`config.mk`:
```
export PLATFORM = sky130hd
export DESIGN_NAME = switch_alloc
export DESIGN_NICKNAME = d
export VERILOG_FILES = /design/src/rtl/noc_pkg.sv /design/src/rtl/out_alloc_fsm.sv /design/src/rtl/switch_alloc.sv
export SDC_FILE = /design/constraint.sdc
export NUM_CORES = 1
export LEC_CHECK = 0
export BUFFER_PORTS_ARGS = -buffer_cell sky130_fd_sc_hd__buf_2
export CAP_MARGIN = 20
export CORE_MARGIN = 4
export CORE_UTILIZATION = 64
export CTS_BUF_LIST = sky130_fd_sc_hd__clkbuf_4
export DETAILED_ROUTE_END_ITERATION = 12
export PLACE_DENSITY = 0.83
export SLEW_MARGIN = 30
export SYNTH_ARGS = -nofsm -noshare
export SYNTH_HDL_FRONTEND = slang
export SYNTH_SLANG_ARGS = --single-unit
```
`constraint.sdc`:
```
create_clock -name clk -period 5.1 [get_ports clk]
set_input_delay 0.255 -clock clk [delete_from_list [all_inputs] [get_ports clk]]
set_output_delay 0.255 -clock clk [all_outputs]
set_load 0.005 [all_outputs]
```
`src/rtl/noc_pkg.sv`:
```
// Shared definitions for the mesh router switch allocator.
// Contents:
//   port_e          - port naming, index 0..4 = N, S, E, W, L
//   NUM_PORTS       - number of router ports
//   PKT_LEN_DEFAULT - default flits per packet, head included
//   NO_GRANT        - grant value reported by an idle output
//   rr_pick()       - round-robin pick starting just after the last winner
package noc_pkg;

  typedef enum logic [2:0] {
    N = 3'd0,
    S = 3'd1,
    E = 3'd2,
    W = 3'd3,
    L = 3'd4
  } port_e;

  localparam int NUM_PORTS = 5;
  localparam int PKT_LEN_DEFAULT = 5;
  localparam logic [2:0] NO_GRANT = 3'b111;

  // Scans ptr+1, ptr+2, ... (mod NUM_PORTS) and returns the first set request.
  // Returns NO_GRANT when req is empty; callers only use the result when
  // at least one request is present.
  function automatic logic [2:0] rr_pick(input logic [NUM_PORTS-1:0] req,
                                         input logic [2:0] ptr);
    logic [2:0] pick;
    logic [2:0] idx;
    logic       found;
    pick  = NO_GRANT;
    found = 1'b0;
    for (int k = 1; k <= NUM_PORTS; k++) begin
      idx = 3'((int'(ptr) + k) % NUM_PORTS);
      if (!found && req[idx]) begin
        pick  = idx;
        found = 1'b1;
      end
    end
    return pick;
  endfunction

endpackage

```
`src/rtl/out_alloc_fsm.sv`:
```
// Per-output allocation state machine: arbitrates among the candidate
// inputs, locks the winner for one packet and strobes transfers.
// Ports:
//   clk, rst_n  - clock, synchronous active-low reset
//   cand        - inputs eligible to win this output (already masked)
//   req_valid   - per-input "flit at buffer head"
//   out_ready   - downstream of this output accepts a flit
//   grant       - locked input index, NO_GRANT when idle (registered)
//   busy        - output is locked to an input (registered)
//   out_valid   - a flit moves through this output this cycle
//   pop         - one-hot dequeue strobe toward the locked input
module out_alloc_fsm
  import noc_pkg::*;
#(
  parameter int NPORTS  = 5,
  parameter int PKT_LEN = PKT_LEN_DEFAULT,
  parameter int PW      = 3
) (
  input  logic              clk,
  input  logic              rst_n,
  input  logic [NPORTS-1:0] cand,
  input  logic [NPORTS-1:0] req_valid,
  input  logic              out_ready,
  output logic [PW-1:0]     grant,
  output logic              busy,
  output logic              out_valid,
  output logic [NPORTS-1:0] pop
);

  typedef enum logic {IDLE, LOCKED} state_e;

  // Four bits cover packets of up to 16 flits.
  localparam int CW = 4;

  state_e        state;
  logic [PW-1:0] winner;
  logic [PW-1:0] ptr;
  logic [CW-1:0] cnt;
  logic [PW-1:0] pick;
  logic          xfer;

  assign pick = rr_pick(cand, ptr);

  // Transfer strobe toward the locked input; only one bit can be set.
  always_comb begin
    pop = '0;
    for (int i = 0; i < NPORTS; i++) begin
      if (state == LOCKED && winner == PW'(i) && req_valid[i] && out_ready)
        pop[i] = 1'b1;
    end
  end

  assign xfer      = |pop;
  assign out_valid = xfer;
  assign busy      = (state == LOCKED);
  assign grant     = winner;

  // A lock is only released after the last flit of the packet moves, so
  // stalls stretch the packet rather than abandoning it.
  always_ff @(posedge clk) begin
    if (!rst_n) begin
      state  <= IDLE;
      winner <= NO_GRANT;
      ptr    <= PW'(NPORTS - 1);
      cnt    <= '0;
    end else begin
      case (state)
        IDLE: begin
          if (|cand) begin
            state  <= LOCKED;
            winner <= pick;
            ptr    <= pick;
            cnt    <= '0;
          end
        end
        LOCKED: begin
          if (xfer) begin
            if (cnt == CW'(PKT_LEN - 1)) begin
              state  <= IDLE;
              winner <= NO_GRANT;
              cnt    <= '0;
            end else begin
              cnt <= cnt + 1'b1;
            end
          end
        end
        default: begin
          state  <= IDLE;
          winner <= NO_GRANT;
        end
      endcase
    end
  end

endmodule

```
`src/rtl/switch_alloc.sv`:
```
// Switch allocator for the 5-port mesh router. Sits between the input
// buffers and the crossbar; each output arbitrates independently and the
// crossbar selects come straight from grant_o.
// Ports:
//   clk, rst_n   - clock, synchronous active-low reset
//   req_valid_i  - input i has a flit at its buffer head
//   req_dst_i    - destination of input i, slice [i*PW +: PW]
//   out_ready_i  - downstream of output o accepts a flit
//   grant_o      - input driving output o, slice [o*PW +: PW], 3'b111 idle
//   busy_o       - output o is locked to an input
//   out_valid_o  - output o transfers a flit this cycle
//   in_pop_o     - input i dequeues a flit this cycle
module switch_alloc
  import noc_pkg::*;
#(
  parameter int NPORTS  = NUM_PORTS,
  parameter int PKT_LEN = PKT_LEN_DEFAULT,
  parameter int PW      = 3
) (
  input  logic                 clk,
  input  logic                 rst_n,
  input  logic [NPORTS-1:0]    req_valid_i,
  input  logic [NPORTS*PW-1:0] req_dst_i,
  input  logic [NPORTS-1:0]    out_ready_i,
  output logic [NPORTS*PW-1:0] grant_o,
  output logic [NPORTS-1:0]    busy_o,
  output logic [NPORTS-1:0]    out_valid_o,
  output logic [NPORTS-1:0]    in_pop_o
);

  logic [NPORTS-1:0] held;
  logic [NPORTS-1:0] cand    [NPORTS];
  logic [NPORTS-1:0] pop_per [NPORTS];

  // An input already locked to some output must not compete elsewhere:
  // its current flit is a body flit and its dst field is meaningless.
  always_comb begin
    held = '0;
    for (int o = 0; o < NPORTS; o++) begin
      for (int i = 0; i < NPORTS; i++) begin
        if (busy_o[o] && grant_o[o*PW +: PW] == PW'(i))
          held[i] = 1'b1;
      end
    end
  end

  // Destinations 5..7 never equal an output index, so they never match.
  always_comb begin
    for (int o = 0; o < NPORTS; o++) begin
      cand[o] = '0;
      for (int i = 0; i < NPORTS; i++) begin
        cand[o][i] = !held[i] && req_valid_i[i] &&
                     (req_dst_i[i*PW +: PW] == PW'(o));
      end
    end
  end

  // Each input is locked to at most one output, so the OR never merges
  // two real strobes.
  always_comb begin
    in_pop_o = '0;
    for (int o = 0; o < NPORTS; o++)
      in_pop_o = in_pop_o | pop_per[o];
  end

  for (genvar o = 0; o < NPORTS; o++) begin : g_out
    out_alloc_fsm #(
      .NPORTS  (NPORTS),
      .PKT_LEN (PKT_LEN),
      .PW      (PW)
    ) u_fsm (
      .clk       (clk),
      .rst_n     (rst_n),
      .cand      (cand[o]),
      .req_valid (req_valid_i),
      .out_ready (out_ready_i[o]),
      .grant     (grant_o[o*PW +: PW]),
      .busy      (busy_o[o]),
      .out_valid (out_valid_o[o]),
      .pop       (pop_per[o])
    );
  end

endmodule

```
==> results of run 1 <==
==> routing by layer <==
metal  up-vias  wire [microns]  track usage [%]
li1       5677               -                -
met3       100            2360             4.81
met4         4            1020             9.79
met5         -              27                0
met1      5405           13500             40.4
met2       507           13900             48.1
==> registers in the layout, summed over array words and instances (netlist names) <==
signal,flops
g_out.u_fsm.busy,5
g_out.u_fsm.cnt,20
g_out.u_fsm.grant,15
g_out.u_fsm.ptr,15
==> cell families after synthesis <==
group / share of synthesized area (%)
AO/OA/AOI/OAI: 25.8
XOR/XNOR: 5.61
adder cells (fa/ha/maj): 15.7
buffers and inverters: 7.05
flip-flops: 9.83
multiplexers: 7.91
AND/OR/NAND/NOR: 28.1
==> path summary, 6_finish.rpt <==
path,start,end,slack (ns),cells after the start
hold reg to reg,g_out[1].u_fsm.cnt[3],g_out[1].u_fsm.cnt[3],0.55,2
hold / removal,out_ready_i[1],g_out[1].u_fsm.cnt[0],0.27,4
setup / recovery,g_out[4].u_fsm.ptr[1],g_out[4].u_fsm.grant[1],0.35,18
setup reg to reg,g_out[4].u_fsm.ptr[1],g_out[4].u_fsm.grant[1],0.35,18
==> per-stage QoR <==
stage	cell area (sq um)	cells
floorplan	11200	1522
global placement	11600	1753
detailed placement	11600	1753
CTS	11700	1761
global route	11700	1765
finish	11800	1766
==> layout make-up <==
class / count / area (sq um) / area share (%)
diodes: 5 / 12.5 / 0.106
clock buffers: 5 / 37.5 / 0.319
clock inverters: 3 / 27.5 / 0.234
inverters: 111 / 417 / 3.55
multi-input cells: 1276 / 9370 / 79.7
flip-flops and latches: 55 / 1100 / 9.38
well taps: 225 / 282 / 2.40
repair buffers: 86 / 505 / 4.30
==> worst min-delay path: stages <==
cell and delay (ns):
buf_2 0.13, a21oi_1 0.13, xnor2_1 0.15, nor2_1 0.04
==> power groups by stage <==
stage                     combinational [mW]  clock (mW)  sequential, mW
after floorplan                         4.27           0           0.604
after global placement                  5.46           0           0.673
after detailed placement                5.63           0           0.677
after CTS                               5.66       0.240           0.668
after global routing                    6.44       0.255           0.694
final                                   5.82       0.239           0.677
==> cells in the final DEF (no fill, tap or decap), types with 15 or more instances in the layout <==
master	count
nand2b_1	37
nor2b_1	23
o211ai_1	17
nor3_1	42
mux2i_1	65
buf_2	56
ha_1	131
dfxtp_1	54
o22ai_1	16
nand3_1	37
nor2_1	112
nand2_1	123
nor4_1	20
nand4_1	23
or3_1	15
xnor2_1	51
o21ai_0	61
inv_1	106
a31oi_1	27
buf_4	30
a21oi_1	98
o21a_1	16
==> summary.txt, run 1 <==
Outcome
  – Status: finished clean

Synth
  – Area contributors post-synth: ha_1 15%, dfxtp_1 9.8%, mux2i_1 5.9%
  – Most common cell in the netlist: ha_1
  – Yosys warns: 0
  – Synth unique cells: 104
  – Sequential share of the synthesized area: 9.83%
  – Most used flip-flop cell after synthesis: dfxtp_1
  – Mapped Area: 0.0112 sq mm
  – Yosys top cell by area: ha_1
  – Synth top cells by count: 133 x ha_1, 123 x nand2_1, 112 x nor2_1, 106 x inv_1, 98 x a21oi_1
  – Syn_area_per_cell: 7.36 sq um
  – FF+latch count, synth: 55
  – Mapped Cells: 1522
  – Async SR Flop Fraction: 0%
  – Syn Nets: 1685
  – EDFF count, synth: 0
  – Synth top area share: 14.9%

Global route
  – GRT Total Usage: 29.7%
  – Vias in the first global route: 10200
  – Initial antenna violation count: 6
  – Largest net degree at the start of global routing: 24
  – GR Overflow Total: 0
  – Global-route wire length before repair: 50200 microns

Final layout
  – Fillers: 1476
  – Share of cells above drive strength 1: 10.7%
  – Area growth syn-to-layout: 4.86%
  – Final core utilization: 68.2%
  – Final nets: 1698

Floorplan
  – Io pins: 57
  – Chip Height: 140 microns
  – CORE AREA: 0.0172 sq mm
  – Rows: 48
  – Initial Utilization: 65.0%
  – Die area: 0.0197 sq mm
  – Die W: 140 microns

Detailed routing
  – First drt pass iteration count: 6
  – Drt via density: 6.62
  – Final wirelength: 30800 microns
  – DRC: 0
  – Via count: 11700
  – DRT antenna net count: 0
  – Starting DRT DRC Count: 1143
  – DR WL/cell: 17.4 microns

Clocking
  – Hold Buf Count CTS: 0
  – H-Tree Depth: 2
  – Root buffer cell: clkbuf_4
  – Max Root-Sink Buffers: 2
  – Post-cts sizing count: 0
  – CTS Buf Count: 5
  – Clk sinks: 55
  – Clk pin slew, worst setup/hold paths: 0.20 ns
  – Post CTS Setup Buffer Count: 0
  – Clk Latency, worst-skew pair: 0.45 ns
  – CTS tree: done

Placed design
  – Placement-stage worst setup slack: 0.244 ns
  – IO buf count: 56
  – Post-DP HPWL: 23800 microns
  – Routability Congestion: 0.945

Power and ir drop
  – Clock share of power: 3.6%
  – Sequential share of power: 10.1%
  – Leak: 4.83 nW
  – Sw Pwr: 3.79 mW
  – Combinational Power Share: 86.4%
  – Sw Ratio: 56.2%
  – Power Density: 573 mW/mm^2
  – Peak VDD IR: 462 uV
  – Power, Total: 6.74 mW
  – Internal power: 2.95 mW

Timing
  – Final Critical Period: 4.75 ns
  – Hold Slack: 0.273 ns
  – Period utilization: 93.2%
  – Setup Viol. Count Final: 0
  – RSZ-0062 raised after global routing: no
  – Setup TNS: 0 ns
  – Worst Max-Slew Pin Slew: 0.950 ns
  – Slew Limit Fails: 0
  – Final Hold Vio Count: 0
  – Slew margin rel.: 36.5%
  – Final worst slack: 0.349 ns
  – Max Freq: 0.210 GHz
  – Clock skew: 0.0194 ns

Critical path
  – CP max stage delay: 0.66 ns
  – Data arrival, critical path: 5.11 ns
  – Crit end category: register
  – Crit path launch type: register
  – CP max FO: 8
  – Bufs and invs on worst path: 1
  – Crit-path cells: ha_2 > xnor2_2 > inv_1 > ha_1 > nor2_1 > a21boi_0 > o21ai_0 > xnor2_1 > ha_1 > nand2b_1 > a32oi_2 > xnor2_1 > mux2i_1 > mux2_2 > a21oi_1 > or4b_1 > o32ai_1 > a31oi_1
  – CP top delay family: compound AO/OA/AOI/OAI gates
  – Worst EP required: 5.46 ns
  – Critical path type: reg2reg
  – Crit-path slowest cell: or4b_1

Worst hold path
  – Hold Crit Class: in2reg

Job
  – Max cap viols: 0
(Power assumes the default switching activity.)
==> inputs of run 2 (changes only) <==
--- a/config.mk
+++ b/config.mk
@@ -5,7 +5,7 @@
 export SDC_FILE = /design/constraint.sdc
 export NUM_CORES = 1
 export LEC_CHECK = 0
-export BUFFER_PORTS_ARGS = -buffer_cell sky130_fd_sc_hd__buf_2
+export BUFFER_PORTS_ARGS = -buffer_cell sky130_fd_sc_hd__buf_4
 export CAP_MARGIN = 20
 export CORE_MARGIN = 4
 export CORE_UTILIZATION = 64
==> constraint.sdc (replaced) <==
create_clock -name clk -period 6.05 [get_ports clk]
set_input_delay 0.9075 -clock clk [delete_from_list [all_inputs] [get_ports clk]]
set_output_delay 0.9075 -clock clk [all_outputs]
set_load 0.005 [all_outputs]
==> run 2 against run 1 <==
Setup slack gained 0.37 ns. Sequential share of layout area is essentially flat. Die area is the same. Critical endpoint is now g_out[1].u_fsm.ptr[2]. Largest power group unchanged.
==> summary.txt, run 2 (synthesized netlist as in run 1, its figures left out) <==
Outcome
  – Status: finished clean

Clocking
  – Hold Buf Count CTS: 0
  – Clk sinks: 55
  – CTS Buf Count: 5
  – Root buffer cell: clkbuf_4
  – Post-cts sizing count: 0
  – Clk Latency, worst-skew pair: 0.41 ns
  – CTS tree: done
  – Clk pin slew, worst setup/hold paths: 0.18 ns
  – H-Tree Depth: 2
  – Max Root-Sink Buffers: 2
  – Post CTS Setup Buffer Count: 0

Critical path
  – CP max stage delay: 0.68 ns
  – Crit end category: register
  – Crit-path slowest cell: dfxtp_1
  – Bufs and invs on worst path: 1
  – Crit path launch type: register
  – Data arrival, critical path: 5.66 ns
  – Critical path type: reg2reg
  – Worst EP required: 6.38 ns
  – Stages on worst setup path: 17
  – CP top delay family: compound AO/OA/AOI/OAI gates
  – R2R cell count: 17
  – Crit-path cells: inv_1 > ha_1 > o21ai_0 > nand2_1 > xnor2_1 > ha_1 > fa_1 > a21boi_0 > o211ai_1 > xnor2_1 > mux2i_1 > a211o_1 > o211a_1 > and2_1 > and3_1 > o221a_1 > a211o_1
  – RR Startpoint: g_out[1].u_fsm.ptr[2]
  – Worst setup startpoint: g_out[1].u_fsm.ptr[2]
  – CP max FO: 15

Timing
  – Final worst slack: 0.720 ns
  – Final Hold Vio Count: 0
  – Setup TNS: 0 ns
  – Slew margin rel.: 42.2%
  – Worst Max-Slew Pin Slew: 0.859 ns
  – Final Critical Period: 5.33 ns
  – Clock skew: 0.00515 ns
  – Period utilization: 88.1%
  – Setup Viol. Count Final: 0
  – Slew Limit Fails: 0
  – RSZ-0062 raised after global routing: no
  – Hold Slack: 0.532 ns
  – Max Freq: 0.188 GHz

Floorplan
  – Die area: 0.0197 sq mm
  – CORE AREA: 0.0172 sq mm
  – Rows: 48
  – Chip Height: 140 microns
  – Die W: 140 microns
  – Io pins: 57
  – Initial Utilization: 65.0%

Final layout
  – Share of cells above drive strength 1: 9.28%
  – Final core utilization: 68.1%
  – Max reg flops: 20
  – Area growth syn-to-layout: 4.80%
  – Commonest non-fill, non-tap cell in the layout: ha_1
  – Biggest register: g_out.u_fsm.cnt
  – Most frequent cells in the layout: 133 x ha_1, 123 x nand2_1, 112 x nor2_1
  – Final nets: 1683

Global route
  – GR Overflow Total: 0
  – Initial antenna violation count: 1
  – GRT Total Usage: 28.7%
  – Vias in the first global route: 10300
  – Global-route wire length before repair: 48900 microns
  – Largest net degree at the start of global routing: 22

Power and ir drop
  – Power Density: 474 mW/mm^2
  – Peak VDD IR: 374 uV
  – Leak: 4.80 nW

Detailed routing
  – Via count: 11500
  – First drt pass iteration count: 8
  – Drt via density: 6.58
  – DRT antenna net count: 0
  – Final wirelength: 30000 microns
  – Starting DRT DRC Count: 1050
  – DRC: 0
  – DR WL/cell: 17.2 microns

Worst hold path
  – Hold Crit Class: reg2reg
  – HP Start: g_out[4].u_fsm.cnt[3]
  – Min-Delay Path Depth: 2

Placed design
  – Routability Congestion: 0.977
  – IO buf count: 56
  – Placement-stage worst setup slack: 0.838 ns
  – Post-DP HPWL: 23300 microns

Job
  – Max cap viols: 0
-- run 2: worst paths after layout --
check	slack [ns]	end
worst max register to register	0.72	g_out[1].u_fsm.ptr[2]
worst min-delay path	0.53	g_out[4].u_fsm.cnt[3]
worst min register to register	0.53	g_out[4].u_fsm.cnt[3]
worst max-delay path	0.72	g_out[1].u_fsm.ptr[2]
-- run 2: layer usage --
layer | routed length [microns] | GRT usage [%]
met1 | 13500 | 38.4
met2 | 13700 | 47.7
met3 | 2070 | 3.93
met4 | 666 | 8.87
met5 | 0 | 0
-- run 2: final cells by class --
cell class | instances | area, sq um
diodes | 2 | 5.00
clock buffers | 5 | 37.5
clock inverters | 2 | 41.3
fillers | 1514 | 5490
inverters | 111 | 417
multi-input cells | 1276 | 9330
flip-flops and latches | 55 | 1100
well taps | 225 | 282
repair buffers | 71 | 533
-- run 2: power breakdown --
group / switching (mW) / internal, mW / leakage (nW)
Sequential: 0.167 / 0.427 / 0.449
Combinational: 2.81 / 1.94 / 4.31
Clock: 0.136 / 0.0879 / 0.0432
-- run 2: metrics by stage --
stage	instance area, sq um	power (mW)	std cells
after floorplan	11200	4.10	1522
after CTS	11700	5.48	1745
final	11700	5.57	1747
after global placement	11600	5.11	1738
after global routing	11700	6.12	1746
after detailed placement	11600	5.24	1738
-- run 2: worst min-delay path, cell delays in order (launching register included) --
cell     delay, ns
dfxtp_1       0.37
xor2_1        0.07
nor2_1        0.07
